<file path="config.mk">
export PLATFORM = sky130hd
export DESIGN_NAME = relational_flag_monitor
export DESIGN_NICKNAME = d
export VERILOG_FILES = /design/src/rtl/relational_flag_monitor_pkg.sv /design/src/rtl/relational_flag_monitor_sat_counter.sv /design/src/rtl/relational_flag_monitor.sv
export SDC_FILE = /design/constraint.sdc
export NUM_CORES = 1
export LEC_CHECK = 0
export ABC_AREA = 1
export BUFFER_PORTS_ARGS = -buffer_cell sky130_fd_sc_hd__buf_2
export CAP_MARGIN = 5
export CORE_ASPECT_RATIO = 0.75
export CORE_MARGIN = 2
export CORE_UTILIZATION = 40
export DETAILED_ROUTE_END_ITERATION = 10
export PLACE_DENSITY = 0.59
export SYNTH_ARGS = -nofsm -noshare
export SYNTH_HDL_FRONTEND = slang
export SYNTH_HIERARCHICAL = 1
export SYNTH_SLANG_ARGS = --single-unit
</file>
<file path="constraint.sdc">
create_clock -name clk -period 1.9 [get_ports clk]
set_clock_uncertainty 0.2 [all_clocks]
set_input_delay 0.19 -clock clk [delete_from_list [all_inputs] [get_ports clk]]
set_output_delay 0.19 -clock clk [all_outputs]
set_load 0.01 [all_outputs]
</file>
<file path="src/rtl/relational_flag_monitor_pkg.sv">
// Shared types and helpers for the relational flag monitor: FSM state encoding
// and the comparator-flag consistency check.
package relational_flag_monitor_pkg;

  typedef enum logic [1:0] {
    ST_IDLE   = 2'd0,
    ST_RUN_GT = 2'd1,
    ST_RUN_LT = 2'd2,
    ST_ALARM  = 2'd3
  } state_t;

  // Flags are consistent when exactly one primary relation holds and the
  // derived flags agree with it.
  function automatic logic flags_consistent(
    input logic eq,
    input logic neq,
    input logic gt,
    input logic lt,
    input logic gte,
    input logic lte
  );
    logic w_one_hot;
    w_one_hot = (eq ^ gt ^ lt) & ~(eq & gt & lt);
    return w_one_hot && (neq == ~eq) && (gte == (gt | eq)) && (lte == (lt | eq));
  endfunction

endpackage

</file>
<file path="src/rtl/relational_flag_monitor_sat_counter.sv">
// Saturating event counter with synchronous clear; holds at all-ones.
module sat_counter #(
  parameter int CNT_W = 8
) (
  input  logic             clk,
  input  logic             rst,
  input  logic             clr,
  input  logic             inc,
  output logic [CNT_W-1:0] cnt
);

  logic [CNT_W-1:0] r_cnt;

  always_ff @(posedge clk or posedge rst) begin
    if (rst) begin
      r_cnt <= '0;
    end else if (clr) begin
      r_cnt <= '0;
    end else if (inc && (r_cnt != {CNT_W{1'b1}})) begin
      r_cnt <= r_cnt + CNT_W'(1);
    end
  end

  assign cnt = r_cnt;

endmodule

</file>
<file path="src/rtl/relational_flag_monitor.sv">
// Monitors comparator result flags: counts relations, tracks max A, flags
// inconsistent samples and raises an alarm on a long same-direction run.
module relational_flag_monitor
  import relational_flag_monitor_pkg::*;
#(
  parameter int WIDTH   = 4,
  parameter int CNT_W   = 8,
  parameter int RUN_LEN = 3
) (
  input  logic             clk,
  input  logic             rst,
  input  logic             clear,
  input  logic             in_valid,
  output logic             in_ready,
  input  logic [WIDTH-1:0] A,
  input  logic [WIDTH-1:0] B,
  input  logic             eq,
  input  logic             neq,
  input  logic             gt,
  input  logic             lt,
  input  logic             gte,
  input  logic             lte,
  output logic [CNT_W-1:0] eq_cnt,
  output logic [CNT_W-1:0] gt_cnt,
  output logic [CNT_W-1:0] lt_cnt,
  output logic [WIDTH-1:0] max_a,
  output logic             flag_err,
  output logic             run_alarm,
  output logic             run_dir
);

  localparam logic [3:0] RUN_LEN_C = 4'(RUN_LEN);

  state_t     r_state, w_state_nxt;
  logic [3:0] r_run_cnt, w_run_cnt_nxt, w_run_inc;
  logic       r_run_dir, w_run_dir_nxt;
  logic       r_run_alarm;
  logic [WIDTH-1:0] r_max_a;
  logic       r_flag_err;
  logic       w_accept, w_cons, w_take;
  logic       w_unused_b;

  // B only qualifies the flags upstream; nothing here depends on its value.
  assign w_unused_b = ^B;

  assign in_ready  = (r_state != ST_ALARM);
  assign w_accept  = in_valid & in_ready & ~clear;
  assign w_cons    = flags_consistent(eq, neq, gt, lt, gte, lte);
  assign w_take    = w_accept & w_cons;
  assign w_run_inc = r_run_cnt + 4'd1;

  always_ff @(posedge clk or posedge rst) begin
    if (rst) begin
      r_state     <= ST_IDLE;
      r_run_cnt   <= 4'd0;
      r_run_dir   <= 1'b0;
      r_run_alarm <= 1'b0;
    end else begin
      r_state     <= w_state_nxt;
      r_run_cnt   <= w_run_cnt_nxt;
      r_run_dir   <= w_run_dir_nxt;
      r_run_alarm <= (w_state_nxt == ST_ALARM);
    end
  end

  always_comb begin
    w_state_nxt   = r_state;
    w_run_cnt_nxt = r_run_cnt;
    w_run_dir_nxt = r_run_dir;
    if (clear) begin
      w_state_nxt   = ST_IDLE;
      w_run_cnt_nxt = 4'd0;
      w_run_dir_nxt = 1'b0;
    end else if (w_take) begin
      case (r_state)
        ST_IDLE: begin
          if (gt) begin
            w_state_nxt   = ST_RUN_GT;
            w_run_cnt_nxt = 4'd1;
            w_run_dir_nxt = 1'b1;
          end else if (lt) begin
            w_state_nxt   = ST_RUN_LT;
            w_run_cnt_nxt = 4'd1;
            w_run_dir_nxt = 1'b0;
          end
        end
        ST_RUN_GT: begin
          if (gt) begin
            w_run_cnt_nxt = w_run_inc;
            w_state_nxt   = (w_run_inc == RUN_LEN_C) ? ST_ALARM : ST_RUN_GT;
          end else if (lt) begin
            w_state_nxt   = ST_RUN_LT;
            w_run_cnt_nxt = 4'd1;
            w_run_dir_nxt = 1'b0;
          end else begin
            w_state_nxt   = ST_IDLE;
            w_run_cnt_nxt = 4'd0;
          end
        end
        ST_RUN_LT: begin
          if (lt) begin
            w_run_cnt_nxt = w_run_inc;
            w_state_nxt   = (w_run_inc == RUN_LEN_C) ? ST_ALARM : ST_RUN_LT;
          end else if (gt) begin
            w_state_nxt   = ST_RUN_GT;
            w_run_cnt_nxt = 4'd1;
            w_run_dir_nxt = 1'b1;
          end else begin
            w_state_nxt   = ST_IDLE;
            w_run_cnt_nxt = 4'd0;
          end
        end
        default: begin
          w_state_nxt = ST_ALARM;
        end
      endcase
    end
  end

  always_ff @(posedge clk or posedge rst) begin
    if (rst) begin
      r_max_a    <= '0;
      r_flag_err <= 1'b0;
    end else if (clear) begin
      r_max_a    <= '0;
      r_flag_err <= 1'b0;
    end else begin
      if (w_take && (A > r_max_a)) r_max_a <= A;
      if (w_accept && !w_cons)     r_flag_err <= 1'b1;
    end
  end

  sat_counter #(.CNT_W(CNT_W)) u_eq_cnt (
    .clk(clk), .rst(rst), .clr(clear), .inc(w_take & eq), .cnt(eq_cnt)
  );
  sat_counter #(.CNT_W(CNT_W)) u_gt_cnt (
    .clk(clk), .rst(rst), .clr(clear), .inc(w_take & gt), .cnt(gt_cnt)
  );
  sat_counter #(.CNT_W(CNT_W)) u_lt_cnt (
    .clk(clk), .rst(rst), .clr(clear), .inc(w_take & lt), .cnt(lt_cnt)
  );

  assign max_a     = r_max_a;
  assign flag_err  = r_flag_err;
  assign run_alarm = r_run_alarm;
  assign run_dir   = r_run_dir;

endmodule

</file>
Word-level counts from Yosys, hierarchy flattened
Cells that the tools add are included.
- output and inout bits: 32
- register bits: 37
- word-level logic and storage cells: 102
- reductions and logical operators: 19
- eq/ne operators: 15
- order comparisons: 1
- mux-type cells: 38
- add/subtract/negate cells: 4
- bitwise operators: 16
- operator list (operator ; count):
    $mux 8 ; 6
    $mux 4 ; 8
    $add 8x1->8 const B ; 3
    $ne 8x8->1 const B ; 3
    $mux 2 ; 8
    $mux 1 ; 13
    $pmux 4 s3 ; 1
    $reduce_bool 2->1 ; 6
    $and 1x1->1 ; 9
    $ne 3x3->1 const B ; 3
    $logic_and 1x1->1 ; 8
    $pmux 2 s3 ; 1
    $reduce_and 5->1 ; 1
    $add 4x1->4 const B ; 1
    $eq 2x2->1 const B ; 2
    $eq 4x2->1 const B ; 1
    $gt 4x4->1 ; 1
    $ne 4x4->1 const B ; 1
    $reduce_bool 4->1 ; 1
    $eq 1x1->1 ; 3
    $not 1->1 ; 3
    $pmux 1 s3 ; 1
    $reduce_and 3->1 ; 1
    $eq 2x1->1 const B ; 1
    other kinds (5) ; 7

Depth between registers and ports, before layout
Gate-level depths: netlist of run 1.
- depth after elaboration: 12
- mapped depth: 13
- mapped depth without buffers: 13

Cells and area by module
The synthesis of run 1 kept the hierarchy.
- modules (own cells, without submodules) (module ; area an instance (um^2) ; times used ; cells an instance):
    sat_counter ; 506.7 ; 3 ; 69
    relational_flag_monitor ; 1176.1 ; 1 ; 164

Worst setup path after synthesis of run 1
OpenSTA, ideal clock, no wires.
- path kind: flip-flop to flip-flop
- start: register r_state[0]
- end: register u_gt_cnt.r_cnt[7] (netlist: u_gt_cnt/cnt[7])
- slack: -0.075 ns
- arrival time: 1.662 ns
- cell stages (with the launch flop): 12
- path buffers: 0
- clock period less this slack: 1.975 ns
- library setup time: 0.113 ns
- path through: dfrtp_1 > ha_1 > inv_1 > nand2_1 > nor2_1 > nand3_4 > nor2_1 > inv_1 > a21oi_1 > nand3_1 > nand2_1 > inv_1
- longest elaborated chain between the ends: 7
- ends and longest elaborated chain (what ; RTL line ; source):
    start: declaration ; relational_flag_monitor.sv:34 ; state_t r_state, w_state_nxt;
    start signal: assignment ; relational_flag_monitor.sv:59 ; r_state <= w_state_nxt;
    $ne 2x2->1 ; relational_flag_monitor.sv:46 ; assign in_ready = (r_state != ST_ALARM);
    named net in_ready ; relational_flag_monitor.sv:14 ; output logic in_ready,
    $and 1x1->1 (2 in series) ; relational_flag_monitor.sv:47 ; assign w_accept = in_valid & in_ready & ~clear;
    $and 1x1->1 ; relational_flag_monitor.sv:49 ; assign w_take = w_accept & w_cons;
    $and 1x1->1 ; relational_flag_monitor.sv:137 ; .clk(clk), .rst(rst), .clr(clear), .inc(w_take & gt), .cnt(gt_cnt)
    $logic_and 1x1->1 ; relational_flag_monitor_sat_counter.sv:19 ; end else if (inc && (r_cnt != {CNT_W{1'b1}})) begin
    $reduce_bool 2->1 (no line) ; -- ;
    end signal: assignment ; relational_flag_monitor_sat_counter.sv:20 ; r_cnt <= r_cnt + CNT_W'(1);
    end: declaration ; relational_flag_monitor_sat_counter.sv:12 ; logic [CNT_W-1:0] r_cnt;
The timed path passes the listed nets, and every way through them passes these cells.
A chain may end at the register's enable or synchronous reset.

Final worst setup path of run 1
- start: register r_state[1]
- end: register u_gt_cnt.r_cnt[1] (netlist: u_gt_cnt/cnt[1])
- longest elaborated chain between the ends: 7
- ends and longest elaborated chain (what ; RTL line):
    $ne 2x2->1 ; relational_flag_monitor.sv:46
    $and 1x1->1 (2 in series) ; relational_flag_monitor.sv:47
    $and 1x1->1 ; relational_flag_monitor.sv:49
    $and 1x1->1 ; relational_flag_monitor.sv:137
    $logic_and 1x1->1 ; relational_flag_monitor_sat_counter.sv:19
    $reduce_bool 2->1 (no line) ; --
Every way passes these cells.

==> results of run 1 <==
==> registers in the layout, summed over array words and instances, names as in the netlist <==
register and flops:
run_alarm 1, u_lt_cnt/cnt 8, r_state 2, max_a 4
u_gt_cnt/cnt 8, flag_err 1, u_eq_cnt/cnt 8, r_run_cnt 4
run_dir 1
==> area by class of cell <==
type / count / area [um^2] / share of cell area
Timing Repair Buffer: 70 / 437 / 0.125
Inverter: 63 / 262 / 0.0750
Tap cell: 81 / 101 / 0.0291
Clock buffer: 6 / 82.6 / 0.0237
Sequential cell: 37 / 926 / 0.265
Clock inverter: 1 / 7.51 / 0.00215
Multi-Input combinational cell: 270 / 1670 / 0.480
==> critical path, cell delays in order (launching register included) <==
cell and delay, ns:
dfrtp_1 0.39, ha_2 0.19, inv_2 0.07, nand2_4 0.06
nor2_4 0.12, nand3_4 0.14, nor2_4 0.18, nand2_4 0.07
nor2_2 0.21, nand2_1 0.09, nand2_1 0.07
==> per-layer routing <==
layer | up-vias | share of wire | track usage
met2 | 51 | 0.45 | 0.264
met4 | 0 | 0.0066 | 0.0320
met1 | 1147 | 0.50 | 0.252
met3 | 4 | 0.047 | 0.0344
li1 | 1299 | - | -
met5 | - | 0 | 0
==> cells in the final DEF (no fill, tap or decap), types with 9 or more instances in the layout <==
master / synthesis / final
xor2_1: 9 / 9
buf_2: 0 / 45
inv_1: 55 / 52
nor2_1: 32 / 23
nand2_2: 8 / 18
nand3_1: 28 / 26
nor2_4: 6 / 13
ha_1: 16 / 11
nand2_4: 8 / 10
nand2_1: 119 / 107
buf_4: 0 / 17
dfrtp_1: 37 / 37
==> through the flow <==
step	cell area, um^2	std cells	hold WS, ns
detailed placement	3160	514	-0.000583
floorplan	2710	371	-0.194
CTS	3320	526	0.122
global placement	3160	514	-0.00315
finish	3490	528	0.167
global route	3490	528	0.220
==> path summary, 6_finish.rpt <==
kind,to,slack (ns),startpoint
max in group asynchronous,r_run_cnt[1],0.82,rst
min in group asynchronous,u_gt_cnt/cnt[7],0.22,rst
worst min-delay path,run_alarm,0.17,clear
worst max register to register,u_gt_cnt/cnt[1],0.06,r_state[1]
worst max-delay path,u_gt_cnt/cnt[1],0.06,r_state[1]
worst min register to register,flag_err,0.30,flag_err
==> power by group <==
part           total, uW  internal (uW)  switching [uW]
Sequential           811            800            10.5
Combinational        288            111             177
Clock                594            288             306
Total               1690           1200             494
==> cells by family (layout without fill, tap and decap cells) <==
logic type               after synthesis  after routing  synth area share
flip-flops                            37             37             0.343
AO/OA/AOI/OAI                         23             23            0.0492
buffers and inverters                 64            140             0.100
AND/OR/NAND/NOR                      218            218             0.391
XOR/XNOR                              13             13            0.0422
adder cells (fa/ha/maj)               16             16            0.0742
==> repair_timing <==
| item | CTS | global route |
|---|---|---|
| resized for setup | 5 | 40 |
| hold buffers | 5 | 0 |
| setup buffers | 0 | 2 |
| hold endpoints to repair | 41 | 0 |
| pin swaps | 0 | 16 |
| endpoints found under the setup margin | 15 | 36 |
==> results.toml, run 1 <==
[run_status]
status = "finished clean"

[yosys]
yosysWarnings = 6
synth_cells = 371
synthesis.area_um2 = 2700
async_reset_ff_frac = 1.00
yosys.cell_types.count = 30
ys_ff_latch = 37
synthTopCellsByCount = "nand2_1 (119), inv_1 (55), dfrtp_1 (37)"
synth_top_cell_by_area = "dfrtp_1"
ys_seq_area_frac = 0.343
synth_area_leaders = "dfrtp_1 (34%), nand2_1 (17%), inv_1 (7.7%)"
synth_top_area_share = 0.343
synth_nets = 405
synth-edff-count = 0
syn_avg_cell_area_um2 = 7.27
synth_flop_cell = "dfrtp_1"
synth.most_common_cell = "nand2_1"

[setup_path]
cp-start-kind = "flop"
path_class = "reg2reg"
worstPathArrival_ns = 1.87
cp-end-kind = "flop"
path_max_fanout = 5
crit_required_ns = 1.93
reg2reg_depth = 10

[power]
totalPowerFinal_uw = 1690
vdd_ir_drop_max_mv = 0.278
power_density_nw_per_um2 = 485
p_leak_uw = 0.00187

[clock_tree]
root_buffer = "clkbuf_8"
clk_pin_slew_ns = 0.08
ctsLongestPathBuffers = 2
cts_tree = "yes"
htreeDepth = 2
clkLatencyLatePin_ns = 0.29
cts_sinks = 37
cts_buffers = 5

[cells_and_area]
drive_above_1_share = 0.333
area_delta_synth_final_pct = 29.4
finalNetCount = 481
n_antenna_cell = 0
final_core_util = 0.544
fillers = 626

[floorplanning]
fp.dieW_um = 98.8
num_io_pins = 50
die_y_um = 75.1
row_count = 25
dieArea_um2 = 7420
initial_core_util = 0.420
coreArea_um2 = 6410

[placement]
dp_slack_ns = -0.141
port_buffers = 45
dp_hpwl_um = 4520
gp_congestion = 0.822

[timing]
tightest_slew_ns = 0.551
rsz0062_at_grt = "yes"
layout_min_cycle_time_ns = 1.84
fin_crit_sh = 0.969
fmax_ghz = 0.543
relSlewSlack = 0.632
slew_viol_final = 0
setup_tns_ns = 0
setup_violations = 0
setup_ws_ns = 0.0581
final-hold-violation-count = 0

[hold_path]
hold_path.class = "in2reg"
holdPathStages = 4

[grt]
antenna_found_initial = 0
grt_pass1_wl_um = 10300
grt_pass1_vias = 2212
grt_remaining_overflow = 0
grt_start_max_net_pins = 14
grt_usage = 0.171

[detailed_routing]
dr.pass1.iters = 4
avgRoutedWirePerCell_um = 12.1
detail-route-antenna-nets = 0
drtIter0Drc = 135
avgViaCountPerCell = 4.74
via_count = 2501
routed_wl_um = 6400
drcViolationCount = 0

[run]
cap_violations = 0
No activity file was read; power rests on OpenSTA's default activity.
==> inputs of run 2 (changes only) <==
--- a/config.mk
+++ b/config.mk
@@ -15,5 +15,4 @@
 export PLACE_DENSITY = 0.59
 export SYNTH_ARGS = -nofsm -noshare
 export SYNTH_HDL_FRONTEND = slang
-export SYNTH_HIERARCHICAL = 1
 export SYNTH_SLANG_ARGS = --single-unit
==> run 2 against run 1 <==
  * First-iteration DRC count is 28% lower
  * Power up 8.0%
  * Synthesized cell count grew 1.1%
  * Largest power group unchanged
==> results.toml, run 2 <==
[run_status]
status = "finished clean"

[floorplanning]
die_y_um = 75.1
dieArea_um2 = 7410
fp.dieW_um = 98.8
num_io_pins = 50
initial_core_util = 0.420
coreArea_um2 = 6410
row_count = 25

[clock_tree]
root_buffer = "clkbuf_8"
htreeDepth = 2
cts_tree = "yes"
clk_pin_slew_ns = 0.08
cts_buffers = 5
ctsLongestPathBuffers = 2
clkLatencyLatePin_ns = 0.29
cts_sinks = 37

[grt]
grt_pass1_vias = 2329
grt_remaining_overflow = 0
grt_usage = 0.179
grt_pass1_wl_um = 10800
grt_start_max_net_pins = 38
antenna_found_initial = 0

[cells_and_area]
fillers = 614
multi_input_area_um2 = 1600
area_delta_synth_final_pct = 24.8
final_cell_mix = "nand2_1 (94), nand3_1 (61), buf_2 (45)"
drive_above_1_share = 0.241
n_antenna_cell = 0
final_common_cell = "nand2_1"
finalNetCount = 477
seqCellArea_um2 = 926

[detailed_routing]
avgViaCountPerCell = 4.90
avgRoutedWirePerCell_um = 12.0
dr.pass1.iters = 4
routed_wl_um = 6280
drtIter0Drc = 97
drcViolationCount = 0
via_count = 2573
detail-route-antenna-nets = 0

[setup_path]
cp-start-kind = "primary input"
crit_family = "buffers and inverters"
slowest_stage = "dlygate4sd3_1"
r2r-end = "run_dir"
r2r-start = "r_state[1]"
worst_path_most_repeated_cell = "nand2_1"
worst-r2r-setup-slack_ns = 0.1
max_stage_delay_ns = 0.54
path_max_fanout = 4
cp-end-kind = "flop"
reg2reg_depth = 10
crit_required_ns = 1.93
worstPathArrival_ns = 1.84
path_class = "in2reg"
crit_buf_inv = 3
cp_cell_sequence = "dlygate4sd3_1 > buf_2 > ha_1 > nand2_1 > o21bai_1 > a21oi_2 > buf_4 > nand3_1 > nand2_1"

[power]
p_leak_uw = 0.00188
vdd_ir_drop_max_mv = 0.274
totalPowerFinal_uw = 1830
power_density_nw_per_um2 = 544

[timing]
tightest_slew_ns = 0.503
layout_min_cycle_time_ns = 1.80
rsz0062_at_grt = "yes"
slew_viol_final = 0
relSlewSlack = 0.665
fin_crit_sh = 0.949
setup_tns_ns = 0
fmax_ghz = 0.555
setup_ws_ns = 0.0972
setup_violations = 0
final-hold-violation-count = 0

[yosys]
synth_top_family_by_area = "simple AND/OR/NAND/NOR gates"
synth_area_leaders = "dfrtp_1 (34%), nand2_1 (14%), nand3_1 (11%)"
synthAdderAreaFrac = 0.0743
synth-edff-count = 0
syn_avg_cell_area_um2 = 7.18
synthTopCellsByCount = "nand2_1 (98), nand3_1 (61), inv_1 (46)"
synth_top_cell_by_area = "dfrtp_1"
ys_seq_area_frac = 0.344
ys_ff_latch = 37
synth_top_area_share = 0.344
synth_flop_cell = "dfrtp_1"
synth_nets = 409
synth.most_common_cell = "nand2_1"
synthMuxAreaShare = 0
synthesis.area_um2 = 2690
yosys.area_share.xor_xnor = 0.0520
async_reset_ff_frac = 1.00
yosys.cell_types.count = 34
synth-compound-area-share = 0.0386
yosysWarnings = 0
synth_cells = 375
synthSimpleGateAreaFrac = 0.399

[placement]
gp_congestion = 0.862
dp_slack_ns = -0.0395
port_buffers = 45
dp_hpwl_um = 4520

[hold_path]
hp-start = "clear"
hold_end = "flag_err"
holdPathStages = 2
hold_path.class = "in2reg"

[run]
cap_violations = 0
==> run 2: cell types whose count changed after synthesis, moves of 6 or more <==
cell     previous run  this run
nand2_2             8         1
nand3_1            28        61
nand4_1             5        14
nor2_1             32        39
nand2_4             8         2
nand2_1           119        98
inv_1              55        46
==> run 2: worst max path at each step <==
| stage | endpoint | from | slack, ns | depth (start not counted) |
|---|---|---|---|---|
| detailed placement | max_a[1] | eq | -0.04 | 11 |
| CTS | u_lt_cnt.cnt[3] | u_lt_cnt.cnt[0] | 0.04 | 10 |
| finish | max_a[0] | A[3] | 0.1 | 9 |
| global placement | u_lt_cnt.cnt[2] | eq | -0.02 | 12 |
| floorplan | max_a[3] | gt | 0.05 | 11 |
| global route | run_alarm | r_state[1] | -0.02 | 11 |
==> run 2: cell type report <==
class                      count  area share
clock buffer                   7      0.0257
clock inverter                 1     0.00893
inverter                      49      0.0569
multi-input combinational    279       0.474
sequential                    37       0.275
tap                           81      0.0301
timing repair buffer          71       0.129
==> run 2: metrics by stage <==
stage               hold slack, ns  utilization  area, um^2  std cells
finish                      0.0457        0.524        3360        525
global route                0.0920        0.524        3360        525
CTS                         0.0477        0.509        3260        522
detailed placement           0.139        0.483        3100        509
global placement             0.140        0.483        3100        509
floorplan                    0.135            -        2690        375
==> run 2: where the power goes <==
| group | leakage [uW] | switching [uW] | internal (uW) |
|---|---|---|---|
| clock | 0.0000585 | 312 | 429 |
| sequential | 0.000513 | 8.17 | 799 |
| combinational | 0.00131 | 174 | 107 |
==> run 2: routing by layer <==
layer | share of wire | GRT usage | vias up
met1 | 0.52 | 0.254 | 1181
li1 | - | - | 1349
met3 | 0.034 | 0.0362 | 5
met5 | 0 | 0 | -
met2 | 0.44 | 0.282 | 38
met4 | 0.0070 | 0.0472 | 0
==> run 2: worst reg2reg max path, delay by kind of cell, from the launching register on <==
family	cells	cell delay [ns]
AND/OR/NAND/NOR	4	0.40
adder cells (fa/ha/maj)	1	0.21
AO/OA/AOI/OAI	2	0.16
buffers and inverters	3	0.34
flip-flops	1	0.40
==> run 2: kinds of logic (layout without fill, tap and decap cells) <==
| kind of cell | Yosys count | count (layout) |
|---|---|---|
| flip-flops | 37 | 37 |
| AND/OR/NAND/NOR | 230 | 230 |
| XOR/XNOR | 16 | 16 |
| buffers and inverters | 59 | 128 |
| adder cells (fa/ha/maj) | 16 | 16 |
| AO/OA/AOI/OAI | 17 | 17 |
==> run 2: repair_timing <==
item                       CTS  global route
hold buffers                 5             0
setup buffers                0             3
hold endpoints to repair    41             0
gates resized for setup      0            21
setup endpoints to repair    0            34
==> inputs of run 3 (changes only) <==
--- a/config.mk
+++ b/config.mk
@@ -8,11 +8,13 @@
 export ABC_AREA = 1
 export BUFFER_PORTS_ARGS = -buffer_cell sky130_fd_sc_hd__buf_2
 export CAP_MARGIN = 5
+export CELL_PAD_IN_SITES_DETAIL_PLACEMENT = 1
+export CELL_PAD_IN_SITES_GLOBAL_PLACEMENT = 1
 export CORE_ASPECT_RATIO = 0.75
 export CORE_MARGIN = 2
-export CORE_UTILIZATION = 40
+export CORE_UTILIZATION = 36
 export DETAILED_ROUTE_END_ITERATION = 10
-export PLACE_DENSITY = 0.59
+export PLACE_DENSITY = 0.72
 export SYNTH_ARGS = -nofsm -noshare
 export SYNTH_HDL_FRONTEND = slang
 export SYNTH_SLANG_ARGS = --single-unit
==> constraint.sdc (replaced) <==
create_clock -name clk -period 1.6 [get_ports clk]
set_clock_uncertainty 0.2 [all_clocks]
set_input_delay 0.16 -clock clk [delete_from_list [all_inputs] [get_ports clk]]
set_output_delay 0.16 -clock clk [all_outputs]
set_load 0.01 [all_outputs]
==> run 3 against run 2 <==
  * Sequential cell count did not move
  * Hold slack improved by 0.0066 ns
  * The flow now finishes with violations (negative setup slack)
  * Setup slack got worse by 0.30 ns
==> results.toml, run 3 (synthesis results as in run 2) <==
[grt]
grt_start_max_net_pins = 38
grt_pass1_vias = 2856
grt_usage = 0.198
grt_pass1_wl_um = 13300
grt_remaining_overflow = 0
antenna_found_initial = 0

[floorplanning]
die_y_um = 78.9
coreArea_um2 = 7300
initial_core_util = 0.369
dieArea_um2 = 8200
row_count = 27
fp.dieW_um = 104
num_io_pins = 50

[hold_path]
hold_path.class = "in2reg"
hp-start = "clear"

[setup_path]
worstPathArrival_ns = 1.83
crit_required_ns = 1.63
worst_path_most_repeated_cell = "nor2_4"
path_max_fanout = 8
max_stage_delay_ns = 0.41
cp-startpoint = "r_state[0]"
cp-end-kind = "flop"
cp_cell_sequence = "ha_2 > inv_2 > nand2_4 > nor2_4 > nand4_1 > nor2_4 > nand3_1 > nand2_1"
path_class = "reg2reg"
cp-start-kind = "flop"
slowest_stage = "dfrtp_1"
r2r-start = "r_state[0]"

[cells_and_area]
area_delta_synth_final_pct = 39.0
seqCellArea_um2 = 926
n_antenna_cell = 0
multi_input_area_um2 = 1700
stdcell_count = 577
final_core_util = 0.513
final_cell_mix = "nand2_1 (87), nand3_1 (52), buf_4 (49)"
fillers = 954
finalNetCount = 510
final_common_cell = "nand2_1"
drive_above_1_share = 0.336

[detailed_routing]
routed_wl_um = 7990
avgViaCountPerCell = 4.83
drcViolationCount = 0
dr.pass1.iters = 4
detail-route-antenna-nets = 0
via_count = 2787
drtIter0Drc = 57
avgRoutedWirePerCell_um = 13.8

[clock_tree]
clk_pin_slew_ns = 0.08
cts_sinks = 37
htreeDepth = 2
cts_buffers = 5
root_buffer = "clkbuf_8"
ctsLongestPathBuffers = 2
cts_tree = "yes"
clkLatencyLatePin_ns = 0.28

[power]
p_leak_uw = 0.00205
vdd_ir_drop_max_mv = 0.368
power_density_nw_per_um2 = 544

[timing]
tightest_slew_ns = 0.504
layout_min_cycle_time_ns = 1.80
setup_ws_ns = -0.205
rsz0062_at_grt = "yes"
final-hold-violation-count = 0
setup_violations = 36
fmax_ghz = 0.554
slew_viol_final = 0
fin_crit_sh = 1.13
relSlewSlack = 0.664

[placement]
dp_cells = 561
dp_hpwl_um = 5770
port_buffers = 45
gp_congestion = 0.828

[run_status]
violations = "negative setup slack"
status = "finished, violations left"

[run]
cap_violations = 0
run 3: changes by cell type in the layout (fill, tap and decap cells not counted), sizes merged:
cell	delta
buf	+32
bufinv	-1
clkbuf	-1
clkinvlp	+1
nand2	+1
run 3: what timing repair did:
action | in CTS | in global routing
buffers inserted | 6 | 2
endpoints found under the setup margin | 36 | 38
endpoints found under the hold margin | 41 | 0
pin swaps | 16 | 12
gates resized for setup | 22 | 15
cloned | 1 | 0
hold buffers | 5 | 0
run 3: metrics by stage:
stage	area [um^2]	TNS [ns]	hold WS, ns	setup WS [ns]	power (uW)
after floorplan	2750	-2.61	0.105	-0.102	1190
after global placement	3420	-5.59	0.112	-0.179	1320
after detailed placement	3420	-7.23	0.121	-0.228	1330
after CTS	3720	-5.38	0.0243	-0.188	2060
after global routing	3740	-9.38	0.0616	-0.298	2150
final	3740	-5.65	0.0524	-0.205	2040
run 3: per-layer routing:
layer  track usage  vias up  share of wire
li1              -     1407              -
met1         0.268     1346           0.50
met2         0.349       32           0.47
met3        0.0304        2          0.023
met4        0.0243        0         0.0030
met5             0        -              0
run 3: final timing paths:
check | cells after the start | slack [ns] | to
worst max-delay path | 8 | -0.20 | u_gt_cnt.cnt[0]
min in group asynchronous | 4 | 0.34 | max_a[1]
max in group asynchronous | 4 | 0.51 | u_eq_cnt.cnt[1]
worst min register to register | 2 | 0.32 | run_dir
worst min-delay path | 4 | 0.05 | u_lt_cnt.cnt[7]
worst max register to register | 8 | -0.20 | u_gt_cnt.cnt[0]
run 3: area by class of cell:
class / instances / area share
multi-input cells: 280 / 0.454
inverters: 49 / 0.0531
clock inverters: 1 / 0.00200
well taps: 101 / 0.0337
clock buffers: 6 / 0.0221
repair buffers: 103 / 0.188
flip-flops and latches: 37 / 0.247
run 3: critical path: cells and delay by family (launching register included):
family,cells,cell delay [ns]
adder cells (fa/ha/maj),1,0.19
AND/OR/NAND/NOR,6,0.88
flip-flops,1,0.41
buffers and inverters,1,0.08
run 3: where the power goes:
group          internal (uW)  total, uW  switching [uW]
logic                    155        393             238
registers                948        958            9.58
clock network            341        687             346
